[src/rtl/prbs_arb_pkg.sv]
// Shared types and default sizing for the PRBS requester arbiter.
//   - arb_state_e : sequencer FSM states
//   - arb_tag_t   : tag carried alongside each generator request
package prbs_arb_pkg;

  localparam int unsigned NUM_REQ_DEF = 4;
  localparam int unsigned LEN_W_DEF   = 8;
  localparam int unsigned GEN_LAT_DEF = 1;
  localparam int unsigned ID_W_DEF    = 2;

  // Tag id is sized for the largest supported requester count (8)
  localparam int unsigned TAG_ID_W    = 3;

  typedef enum logic {
    IDLE  = 1'b0,
    BURST = 1'b1
  } arb_state_e;

  typedef struct packed {
    logic                valid;
    logic [TAG_ID_W-1:0] id;
    logic                last;
  } arb_tag_t;

endpackage

[src/rtl/rr_pick.sv]
// Combinational round-robin picker.
//   i_req      : request vector
//   i_last_gnt : index granted last; search starts one above it
//   o_gnt      : one-hot grant (zero when no request)
//   o_idx      : index of the granted request
//   o_any      : at least one request present
module rr_pick
  import prbs_arb_pkg::*;
#(
  parameter int unsigned NUM_REQ = NUM_REQ_DEF,
  parameter int unsigned ID_W    = ID_W_DEF
) (
  input  logic [NUM_REQ-1:0] i_req,
  input  logic [ID_W-1:0]    i_last_gnt,
  output logic [NUM_REQ-1:0] o_gnt,
  output logic [ID_W-1:0]    o_idx,
  output logic               o_any
);

  logic [ID_W-1:0]    w_cand;
  logic [ID_W-1:0]    w_idx;
  logic               w_any;
  logic [NUM_REQ-1:0] w_gnt;

  // First set request walking upward from last_gnt+1, wrapping
  always_comb begin
    w_cand = '0;
    w_idx  = '0;
    w_any  = 1'b0;
    for (int unsigned k = 1; k <= NUM_REQ; k++) begin
      w_cand = ID_W'((32'(i_last_gnt) + k) % NUM_REQ);
      if (!w_any && i_req[w_cand]) begin
        w_any = 1'b1;
        w_idx = w_cand;
      end
    end
  end

  always_comb begin
    w_gnt = '0;
    if (w_any) w_gnt[w_idx] = 1'b1;
  end

  assign o_gnt = w_gnt;
  assign o_idx = w_idx;
  assign o_any = w_any;

endmodule

[src/rtl/prbs_req_arb.sv]
// Round-robin sequencer sharing one 128-bit PRBS generator between requesters.
//   ck, rst_n            : clock, async active-low reset
//   req_vld/req_len      : per-requester burst request and length-1
//   req_rdy              : accept pulse (same cycle as grant)
//   hold                 : pauses issue to the generator
//   gen_req              : one generator word per asserted cycle
//   gen_vld/lower/upper  : generator result
//   rsp_vld/last/lower/upper : registered response steered to the owner
//   busy                 : burst active, tags in flight or response pending
//   err                  : sticky generator-valid vs tag mismatch
module prbs_req_arb
  import prbs_arb_pkg::*;
#(
  parameter int unsigned NUM_REQ = NUM_REQ_DEF,
  parameter int unsigned LEN_W   = LEN_W_DEF,
  parameter int unsigned GEN_LAT = GEN_LAT_DEF,
  parameter int unsigned ID_W    = ID_W_DEF
) (
  input  logic                     ck,
  input  logic                     rst_n,
  input  logic [NUM_REQ-1:0]       req_vld,
  input  logic [NUM_REQ*LEN_W-1:0] req_len,
  output logic [NUM_REQ-1:0]       req_rdy,
  input  logic                     hold,
  output logic                     gen_req,
  input  logic                     gen_vld,
  input  logic [63:0]              gen_lower,
  input  logic [63:0]              gen_upper,
  output logic [NUM_REQ-1:0]       rsp_vld,
  output logic                     rsp_last,
  output logic [63:0]              rsp_lower,
  output logic [63:0]              rsp_upper,
  output logic                     busy,
  output logic                     err
);

  arb_state_e         r_state, w_state_nxt;
  logic [ID_W-1:0]    r_id, w_id_nxt;
  logic [LEN_W-1:0]   r_rem, w_rem_nxt;
  logic [ID_W-1:0]    r_last_gnt, w_last_gnt_nxt;
  arb_tag_t           r_tag [GEN_LAT];
  arb_tag_t           w_push;
  arb_tag_t           w_tag_out;
  logic [NUM_REQ-1:0] r_rsp_vld, w_rsp_vld_nxt;
  logic               r_rsp_last;
  logic [63:0]        r_rsp_lower, r_rsp_upper;
  logic               r_err;

  logic [NUM_REQ-1:0] w_pick_gnt;
  logic [ID_W-1:0]    w_pick_idx;
  logic               w_pick_any;
  logic [LEN_W-1:0]   w_len_sel;
  logic [NUM_REQ-1:0] w_rdy;
  logic               w_issue;
  logic               w_take;
  logic               w_tag_busy;

  rr_pick #(
    .NUM_REQ (NUM_REQ),
    .ID_W    (ID_W)
  ) u_pick (
    .i_req      (req_vld),
    .i_last_gnt (r_last_gnt),
    .o_gnt      (w_pick_gnt),
    .o_idx      (w_pick_idx),
    .o_any      (w_pick_any)
  );

  // Length field of the requester being picked
  always_comb begin
    w_len_sel = '0;
    for (int unsigned i = 0; i < NUM_REQ; i++) begin
      if (32'(w_pick_idx) == i) w_len_sel = req_len[i*LEN_W +: LEN_W];
    end
  end

  // Sequencer next-state; grant is gated by rst_n so req_rdy stays low in reset
  always_comb begin
    w_state_nxt    = r_state;
    w_id_nxt       = r_id;
    w_rem_nxt      = r_rem;
    w_last_gnt_nxt = r_last_gnt;
    w_rdy          = '0;
    w_issue        = 1'b0;
    w_push         = '0;
    case (r_state)
      IDLE: begin
        if (w_pick_any && rst_n) begin
          w_rdy          = w_pick_gnt;
          w_id_nxt       = w_pick_idx;
          w_rem_nxt      = w_len_sel;
          w_last_gnt_nxt = w_pick_idx;
          w_state_nxt    = BURST;
        end
      end
      BURST: begin
        if (!hold) begin
          w_issue      = 1'b1;
          w_push.valid = 1'b1;
          w_push.id    = TAG_ID_W'(r_id);
          w_push.last  = (r_rem == '0);
          if (r_rem == '0) w_state_nxt = IDLE;
          else             w_rem_nxt   = r_rem - LEN_W'(1);
        end
      end
      default: w_state_nxt = IDLE;
    endcase
  end

  always_ff @(posedge ck or negedge rst_n) begin
    if (!rst_n) begin
      r_state    <= IDLE;
      r_id       <= '0;
      r_rem      <= '0;
      r_last_gnt <= ID_W'(NUM_REQ - 1);
    end else begin
      r_state    <= w_state_nxt;
      r_id       <= w_id_nxt;
      r_rem      <= w_rem_nxt;
      r_last_gnt <= w_last_gnt_nxt;
    end
  end

  // Tag pipe mirrors generator latency; bubbles on non-issue cycles
  always_ff @(posedge ck or negedge rst_n) begin
    if (!rst_n) begin
      for (int unsigned s = 0; s < GEN_LAT; s++) r_tag[s] <= '0;
    end else begin
      r_tag[0] <= w_push;
      for (int unsigned s = 1; s < GEN_LAT; s++) r_tag[s] <= r_tag[s-1];
    end
  end

  assign w_tag_out = r_tag[GEN_LAT-1];
  assign w_take    = gen_vld && w_tag_out.valid;

  always_comb begin
    w_rsp_vld_nxt = '0;
    for (int unsigned i = 0; i < NUM_REQ; i++) begin
      w_rsp_vld_nxt[i] = w_take && (32'(w_tag_out.id) == i);
    end
  end

  // Registered response; data holds between words
  always_ff @(posedge ck or negedge rst_n) begin
    if (!rst_n) begin
      r_rsp_vld   <= '0;
      r_rsp_last  <= 1'b0;
      r_rsp_lower <= '0;
      r_rsp_upper <= '0;
      r_err       <= 1'b0;
    end else begin
      r_rsp_vld  <= w_rsp_vld_nxt;
      r_rsp_last <= w_take && w_tag_out.last;
      if (w_take) begin
        r_rsp_lower <= gen_lower;
        r_rsp_upper <= gen_upper;
      end
      if (gen_vld != w_tag_out.valid) r_err <= 1'b1;
    end
  end

  always_comb begin
    w_tag_busy = 1'b0;
    for (int unsigned s = 0; s < GEN_LAT; s++) w_tag_busy = w_tag_busy | r_tag[s].valid;
  end

  assign req_rdy   = w_rdy;
  assign gen_req   = w_issue;
  assign rsp_vld   = r_rsp_vld;
  assign rsp_last  = r_rsp_last;
  assign rsp_lower = r_rsp_lower;
  assign rsp_upper = r_rsp_upper;
  assign err       = r_err;
  assign busy      = (r_state == BURST) || w_tag_busy || (|r_rsp_vld);

endmodule

[config.mk]
export PLATFORM = sky130hd
export DESIGN_NAME = prbs_req_arb
export DESIGN_NICKNAME = d
export VERILOG_FILES = /design/src/rtl/prbs_arb_pkg.sv /design/src/rtl/rr_pick.sv /design/src/rtl/prbs_req_arb.sv
export SDC_FILE = /design/constraint.sdc
export NUM_CORES = 1
export LEC_CHECK = 0
export BUFFER_PORTS_ARGS = -buffer_cell sky130_fd_sc_hd__buf_2
export CORE_AREA = 2 2 118 120
export DETAILED_ROUTE_END_ITERATION = 10
export DIE_AREA = 0 0 120 122
export GPL_TIMING_DRIVEN = 0
export MAX_ROUTING_LAYER = met4
export PLACE_DENSITY = 0.81
export SLEW_MARGIN = 5
export SYNTH_ARGS = -nofsm -noshare
export SYNTH_HDL_FRONTEND = slang
export SYNTH_SLANG_ARGS = --single-unit
[constraint.sdc]
create_clock -name ck -period 3.65 [get_ports ck]
set_input_delay 0.365 -clock ck [delete_from_list [all_inputs] [get_ports ck]]
set_output_delay 0.365 -clock ck [all_outputs]
set_load 0.03 [all_outputs]
==> impl_summary.log, run 1 <==
INFO  metric synth_top_cells_by_area = dfrtp_1 60%, mux2_2 23%, dfstp_2 0.85%, nor2_1 0.79%, nand3_1 0.73%
INFO  metric layout_worst_path_cycle_share = between 80% and 90%
INFO  metric power_dens_cells = roughly 610 nW/um^2
INFO  metric cts-resized-gates = 0
INFO  metric cell_int_power = 3.62 mW
INFO  metric placeableCoreArea = 13500 sq um
INFO  metric critPathArrivalTime = 2.62 ns
INFO  metric data_required_time_of_the_worst_path = around 3.3 ns
INFO  metric final.hold.worst_slack = -0.00338 ns
INFO  metric utilization = 64.0%
INFO  metric floorplan.initialDensity = 46.0%
INFO  metric synth.yosys.seq_area_share = 60.9%
INFO  metric syn-num-nets = a little over 600
INFO  metric grt_max_degree = 87
INFO  metric worstHoldPathType = in -> async
INFO  metric r2r.worst_path.cells = 5
INFO  metric routabilityCongestion = 0.894
INFO  metric pwr-share-seq = between 30 and 40%
INFO  metric crit-reg2reg-capture = rsp_upper[40]
INFO  metric num-nets-final = 934
INFO  metric seq_area = 3780 sq um
INFO  metric synth_largest_type_area_fraction = 60.0%
INFO  metric cts_hold_buffers = 0
INFO  metric total_switching_power = 1.62 mW
INFO  metric dieArea = 14600 sq um
INFO  metric die_y = 122 um
INFO  metric total_standard_cell_area_after_synthesis = 6210 sq um
INFO  metric cts_inserted_buffers = 17
INFO  metric floorplan.rows = 43
INFO  metric syn_warnings = 0
INFO  metric leakage = 4.20 nW
INFO  metric synth_enable_flop_cells = 0
INFO  metric result_of_the_run = finished with violations
INFO  metric worst_slew_pin_slew = 0.774 ns
INFO  metric power.switching_fraction = 30.9%
INFO  metric timing.reg2reg.setup_slack = 1.45 ns
INFO  metric postRouteWirelength = 15.8 mm
INFO  metric cts-htree-levels = 4
INFO  metric period_minus_slack = 2.98 ns
INFO  metric timing.critical_path.fanout_max = 86
INFO  metric rr_startpoint = w_tag_busy
INFO  metric detail_route.first_pass.iterations = 5
INFO  metric num-fill-cells = 1029
INFO  metric drv.max_cap_violation_count = 0
INFO  metric capturing_element_type_of_the_critical_path = output port
INFO  metric power.share.clock = 35.5%
INFO  metric report.final.setup_viol = 0
INFO  metric unrepaired_setup_endpoints_after_global_routing = false
INFO  metric synthesized_area_per_cell = around 14 sq um
INFO  metric antenna_violating_nets_post_route = 0
INFO  metric fin_skew = 0.00960 ns
INFO  metric synth_top_area_cell = dfrtp_1
INFO  metric timing_hold_violations_final = 6
INFO  metric drtIter0Drc = 178
INFO  metric grt_pass1_vias = roughly 5100
INFO  metric cts.sink_count = 151
INFO  metric track_usage = 22.3%
INFO  metric portBuffers = 306
INFO  metric antenna_found_initial = 0
INFO  metric global_route_wire_length_before_repair = 24.6 mm
INFO  metric synthArstFlopShare = 100%
INFO  metric synth_cell_type_count = 53
INFO  metric multi_input_comb_area = 2310 sq um
INFO  metric synth_ff_type = dfrtp_1
INFO  metric syn-instance-count = 438
INFO  metric final-max-slew-violation-count = 0
INFO  metric power.combinational.fraction = 24.7%
INFO  metric clock_path_buffers = 2
INFO  metric layout-drive-gt1-share = 62.7%
INFO  metric violations = negative hold slack
INFO  metric clk_pin_slew = ~0.06 ns
INFO  metric routed_length_per_instance = 16.5 um
INFO  metric timing.setup.critical_path_class = in -> out
INFO  metric via_per_inst = around 5.1
INFO  metric critical_path.startpoint_type = input pin
INFO  metric insertedDiodeCount = 0
INFO  metric clock_latency = around 0.41 ns
INFO  metric cts_tree = done
INFO  metric relSlewSlack = between 40 and 50%
INFO  metric highest_ir_drop_seen_on_vdd = 0.000317 V
INFO  metric die_w = between 100 and 150 um
INFO  metric max_freq = between 300 and 400 MHz
INFO  metric synthToLayoutAreaGrowth = 39.1%
INFO  metric route.detailed.drc = 0
INFO  metric congestion_overflow_gr = 0
INFO  metric post_cts.repair.setup_buffers = 0
INFO  metric via_count = roughly 4800
INFO  metric pin_count = 308
INFO  metric power.total = about 5.2 mW
INFO  metric synth-seq-cells = 151
INFO  metric clock-root-buffer = clkbuf_16
INFO  metric dp.final_hpwl = between 10 and 15 mm
## synthesized netlist by cell type (2+ instances only)
library cell,n
a21oi_1,8
buf_2,8
o21a_1,3
nor2_2,2
nand3b_1,3
a211o_1,2
nor2b_1,5
and3_1,4
o22ai_1,3
buf_4,2
o31ai_1,4
a31oi_1,4
dfrtp_1,149
nor4_1,3
nand3_1,9
nand2b_1,7
clkbuf_1,10
ha_1,2
nor3b_1,3
nor3_1,6
a21o_1,5
nor2_1,13
a211oi_1,3
nand2_1,8
mux2_2,128
inv_1,7
o21ai_0,6
mux2i_1,2
and2_1,4
dfstp_2,2
## per-layer routing
metal	global-route usage, %	wire, um
met3	5.20	1070
met4	7.57	170
met5	-	0
met2	39.5	8450
met1	24.9	6150
## placed cells by master, fill, tap and decap left out, types with 4 or more instances in the layout
cell and count:
a21o_1 5, a21oi_1 8, a31oi_1 4, and2_1 4, and3_1 4, buf_2 313, bufinv_16 4, clkbuf_1 11
clkbuf_16 17, dfrtp_1 149, inv_1 7, mux2_2 128, nand2_1 8, nand2b_1 7, nand3_1 9, nor2_1 13
nor2b_1 5, nor3_1 6, o21ai_0 6, o31ai_1 4
## critical path, cell delays in order
cell	delay, ns
buf_6	0.55
buf_16	0.36
inv_1	0.15
a211o_1	0.24
buf_2	0.19
nor3_2	0.33
and2_1	0.18
buf_2	0.19
## power groups by stage
stage	combinational (mW)	sequential (mW)	clock [mW]
floorplan	0.396	2.54	0
global placement	1.27	2.09	0
detailed placement	1.30	2.11	0
CTS	1.30	2.08	1.90
global route	1.37	2.11	1.99
finish	1.29	2.08	1.86
## state kept, by name, summed over array words and instances (netlist names)
register / flops
rsp_lower: 64
rsp_upper: 64
r_rem: 8
rsp_vld: 4
r_tag: 3
r_id: 2
r_last_gnt: 2
err: 1
r_state: 1
rsp_last: 1
w_tag_busy: 1
## kinds of logic (layout without fill, tap and decap cells)
family          count (synthesis)  after routing  synth area share, %
compound gates                 52             52                 6.24
buf+inv                        27            366                 1.91
fa+ha+maj                       2              2                0.403
flops                         151            151                 60.9
simple gates                   76             76                 7.05
mux                           130            130                 23.5
## area by class of cell
type / count / share of cell area (%)
flip-flops and latches: 151 / 43.7
well taps: 180 / 2.61
repair buffers: 307 / 18.1
plain buffers: 20 / 1.07
clock buffers: 21 / 5.44
multi-input cells: 260 / 26.8
clock inverters: 11 / 1.97
inverters: 7 / 0.304
## how the worst max path moves through the flow
stage	end	slack, ns	depth (start not counted)	from
detailed placement	req_rdy[3]	0.63	8	rst_n
finish	req_rdy[3]	0.67	8	rst_n
global route	req_rdy[3]	0.42	8	rst_n
CTS	req_rdy[3]	0.62	8	rst_n
floorplan	req_rdy[2]	1.38	5	r_last_gnt[1]
global placement	req_rdy[3]	-1.04	7	rst_n
## through the flow
stage / instance area [sq um] / hold WS (ns) / TNS, ns / instances / setup slack, ns
after floorplan: 6210 / 0.0694 / 0 / 438 / 1.38
after global placement: 7970 / 0.442 / -11.03 / 924 / -1.04
after detailed placement: 8000 / 0.456 / 0 / 925 / 0.632
after CTS: 8640 / 0.0189 / 0 / 957 / 0.622
after global routing: 8640 / 0.0413 / 0 / 957 / 0.424
final: 8640 / -0.00338 / 0 / 957 / 0.669
(Power assumes the default switching activity.)
==> run 2: changes to the inputs <==
--- a/config.mk
+++ b/config.mk
@@ -6,12 +6,12 @@
 export NUM_CORES = 1
 export LEC_CHECK = 0
 export BUFFER_PORTS_ARGS = -buffer_cell sky130_fd_sc_hd__buf_2
-export CORE_AREA = 2 2 118 120
+export CORE_AREA = 2 2 120 122
 export DETAILED_ROUTE_END_ITERATION = 10
-export DIE_AREA = 0 0 120 122
+export DIE_AREA = 0 0 122 124
 export GPL_TIMING_DRIVEN = 0
 export MAX_ROUTING_LAYER = met4
-export PLACE_DENSITY = 0.81
+export PLACE_DENSITY = 0.79
 export SLEW_MARGIN = 5
 export SYNTH_ARGS = -nofsm -noshare
 export SYNTH_HDL_FRONTEND = slang
==> constraint.sdc (replaced) <==
create_clock -name ck -period 3 [get_ports ck]
set_input_delay 0.3 -clock ck [delete_from_list [all_inputs] [get_ports ck]]
set_output_delay 0.3 -clock ck [all_outputs]
set_load 0.03 [all_outputs]
==> run 2 against run 1 <==
  * The flow now finishes without violations
  * Sequential power up 21%
  * Cell count is 0.31% higher
  * Power up 22%
  * Wire length rose by 9.0%
  * Critical endpoint unchanged
==> impl_summary.log, run 2 (synthesized netlist as in run 1, its figures left out) <==
INFO  metric crit-reg2reg-capture = rsp_upper[40]
INFO  metric synthToLayoutAreaGrowth = 39.9%
INFO  metric data_required_time_of_the_worst_path = 2.70 ns (-0.58 ns)
INFO  metric dp.final_hpwl = 12.9 mm (+4.9%)
INFO  metric leakage = 4.23 nW (+0.63%)
INFO  metric crit_chain = dlygate4sd3_1 -> buf_6 -> buf_16 -> inv_1 -> a211o_1 -> buf_2 -> nor3_2 -> and2_1 -> buf_2
INFO  metric layout_worst_path_cycle_share = 94.4%
INFO  metric critical_path.most_common_cell = buf_2
INFO  metric via_per_inst = 5.13 (+1.4%)
INFO  metric most-common-layout-cells = 313 x buf_2, 149 x dfrtp_1, 128 x mux2_2
INFO  metric worstSetupPathDepth = 9 (+1)
INFO  metric clock_latency = 0.42 ns (about the same)
INFO  metric post-place-cells = 925 (unchanged)
INFO  metric clock-root-buffer = clkbuf_16
INFO  metric final.hold.worst_slack = 0.105 ns (+0.108 ns)
INFO  metric insertedDiodeCount = 0 (unchanged)
INFO  metric postRouteWirelength = 17.3 mm (+9.0%)
INFO  metric r2r.worst_path.cells = 5 (unchanged)
INFO  metric timing_hold_violations_final = 0 (-6)
INFO  metric drv.max_cap_violation_count = 0 (unchanged)
INFO  metric mostFrequentLayoutCell = buf_2
INFO  metric layout-drive-gt1-share = 62.6% (-0.11 points)
INFO  metric relSlewSlack = 50.6% (+2.2 points)
INFO  metric timing.setup.critical_path_class = in -> out
INFO  metric route.detailed.drc = 0 (unchanged)
INFO  metric antenna_found_initial = 0 (unchanged)
INFO  metric critical_path.max_stage_delay = 0.55 ns (about the same)
INFO  metric timing.critical_path.fanout_max = 43 (-50%)
INFO  metric clk_pin_slew = 0.06 ns (about the same)
INFO  metric grt_pass1_vias = 4998 (-1.0%)
INFO  metric drtIter0Drc = 220 (+24%)
INFO  metric cts_inserted_buffers = 17 (unchanged)
INFO  metric result_of_the_run = complete, no violations
INFO  metric max_freq = 353 MHz
INFO  metric fin_ws = 0.167 ns (-0.502 ns)
INFO  metric crit_path_start = rst_n
INFO  metric die_w = 122 um (+1.7%)
INFO  metric cts_tree = done
INFO  metric timing.reg2reg.setup_slack = 0.70 ns (-0.75 ns)
INFO  metric clock_path_buffers = 2 (unchanged)
INFO  metric cts-htree-levels = 4 (unchanged)
INFO  metric global_route_wire_length_before_repair = 25.1 mm (+2.0%)
INFO  metric antenna_violating_nets_post_route = 0 (unchanged)
INFO  metric via_count = 4922 (+1.7%)
INFO  metric placeableCoreArea = 13700 sq um (+1.6%)
INFO  metric grt_max_degree = 87 (unchanged)
INFO  metric critPathArrivalTime = 2.53 ns (-0.09 ns)
INFO  metric highest_ir_drop_seen_on_vdd = 0.000324 V (+2.3%)
INFO  metric cts.sink_count = 151 (unchanged)
INFO  metric critical_path.top_delay_family = buffers and inverters
INFO  metric die_y = 124 um (+1.6%)
INFO  metric dieArea = 15100 sq um (+3.3%)
INFO  metric cp_slowest_cell = dlygate4sd3_1
INFO  metric cts-resized-gates = 0 (unchanged)
INFO  metric unrepaired_setup_endpoints_after_global_routing = false
INFO  metric final-max-slew-violation-count = 0 (unchanged)
INFO  metric stdcell_count = 960 (+0.31%)
INFO  metric rr_startpoint = w_tag_busy
INFO  metric floorplan.rows = 43 (unchanged)
INFO  metric report.final.setup_viol = 0 (unchanged)
INFO  metric dp_worst_setup_slack = 0.134 ns (-0.498 ns)
INFO  metric worstHoldPathType = in -> reg
INFO  metric portBuffers = 306 (unchanged)
INFO  metric worst_slew_pin_slew = 0.741 ns (-0.0323 ns)
INFO  metric routed_length_per_instance = 18.0 um (+8.7%)
INFO  metric floorplan.initialDensity = 45.3% (-0.72 points)
INFO  metric critical_path.startpoint_type = input pin
INFO  metric num-nets-final = 937 (+0.32%)
INFO  metric post_cts.repair.setup_buffers = 0 (unchanged)
INFO  metric pin_count = 308 (unchanged)
INFO  metric fin_skew = 0.00766 ns (-0.00193 ns)
INFO  metric routabilityCongestion = 0.933 (+4.4%)
INFO  metric worstPathBufferInverterCount = 6 (+1)
INFO  metric period_minus_slack = approximately 2.8 ns
INFO  metric congestion_overflow_gr = 0 (unchanged)
INFO  metric track_usage = 22.9% (+0.58 points)
INFO  metric power_dens_cells = 734 nW/um^2 (+21%)
INFO  metric worst_setup_path_endpoint = req_rdy[3]
INFO  metric capturing_element_type_of_the_critical_path = output port
INFO  metric detail_route.first_pass.iterations = 4 (-1)
-- run 2: cell types whose count changed in the layout (fill, tap and decap cells not counted), moves of 2 or more --
| cell | delta |
|---|---|
| clkbuf_8 | -3 |
| inv_6 | +3 |
| clkinv_4 | +2 |
| clkinvlp_4 | -2 |
-- run 2: worst min path at each step --
stage	start	endpoint	slack (ns)	cells past startpoint
2_1_floorplan	rst_n	err	0.004	0
3_5_place_dp	rst_n	rsp_upper[10]	0.35	1
5_1_grt	gen_lower[37]	rsp_lower[37]	0.1	2
3_3_place_gp	r_tag[1]	rsp_vld[2]	0.44	1
6_report	gen_upper[49]	rsp_upper[49]	0.10	2
4_1_cts	gen_lower[9]	rsp_lower[9]	0.09	2
-- run 2: per-layer routing --
layer / track usage (%) / vias up / wire (um)
met5: - / - / 0
met4: 11.5 / 0 / 552
met3: 6.04 / 41 / 1220
met2: 40.3 / 218 / 8970
met1: 23.7 / 2403 / 6500
li1: - / 2260 / -
-- run 2: through the flow --
step                utilization [%]  total power, mW  cell area, sq um  setup TNS (ns)
finish                         63.4             6.38              8690               0
global route                   63.4             6.66              8690               0
CTS                            63.2             6.43              8670               0
detailed placement             58.3             4.16              8000               0
global placement               58.1             4.10              7970          -76.32
floorplan                         -             3.57              6210               0
-- run 2: final cells by class --
cell class              instances  area [sq um]
well taps                     180           225
flip-flops and latches        151          3780
clock buffers                  19           433
fillers                      1098          5030
clock inverters                13           194
repair buffers                310          1630
multi-input cells             260          2310
inverters                       7          26.3
plain buffers                  20          92.6
-- run 2: power breakdown --
part	switching [mW]	total, mW	internal [mW]
Sequential	0.176	2.52	2.35
Clock	0.844	2.25	1.40
Combinational	1.01	1.61	0.597
Total	2.03	6.38	4.35
-- run 2: worst register-to-register path, stage by stage (launching register included) --
cell and delay [ns]:
dfrtp_1 0.39, ha_1 0.16, clkbuf_1 0.33, clkbuf_1 0.44, clkbuf_1 0.47, mux2_2 0.40
-- run 2: repair_timing --
item	in CTS	in global routing
hold buffers	2	0
setup endpoints to repair	0	3
hold endpoints to repair	66	0
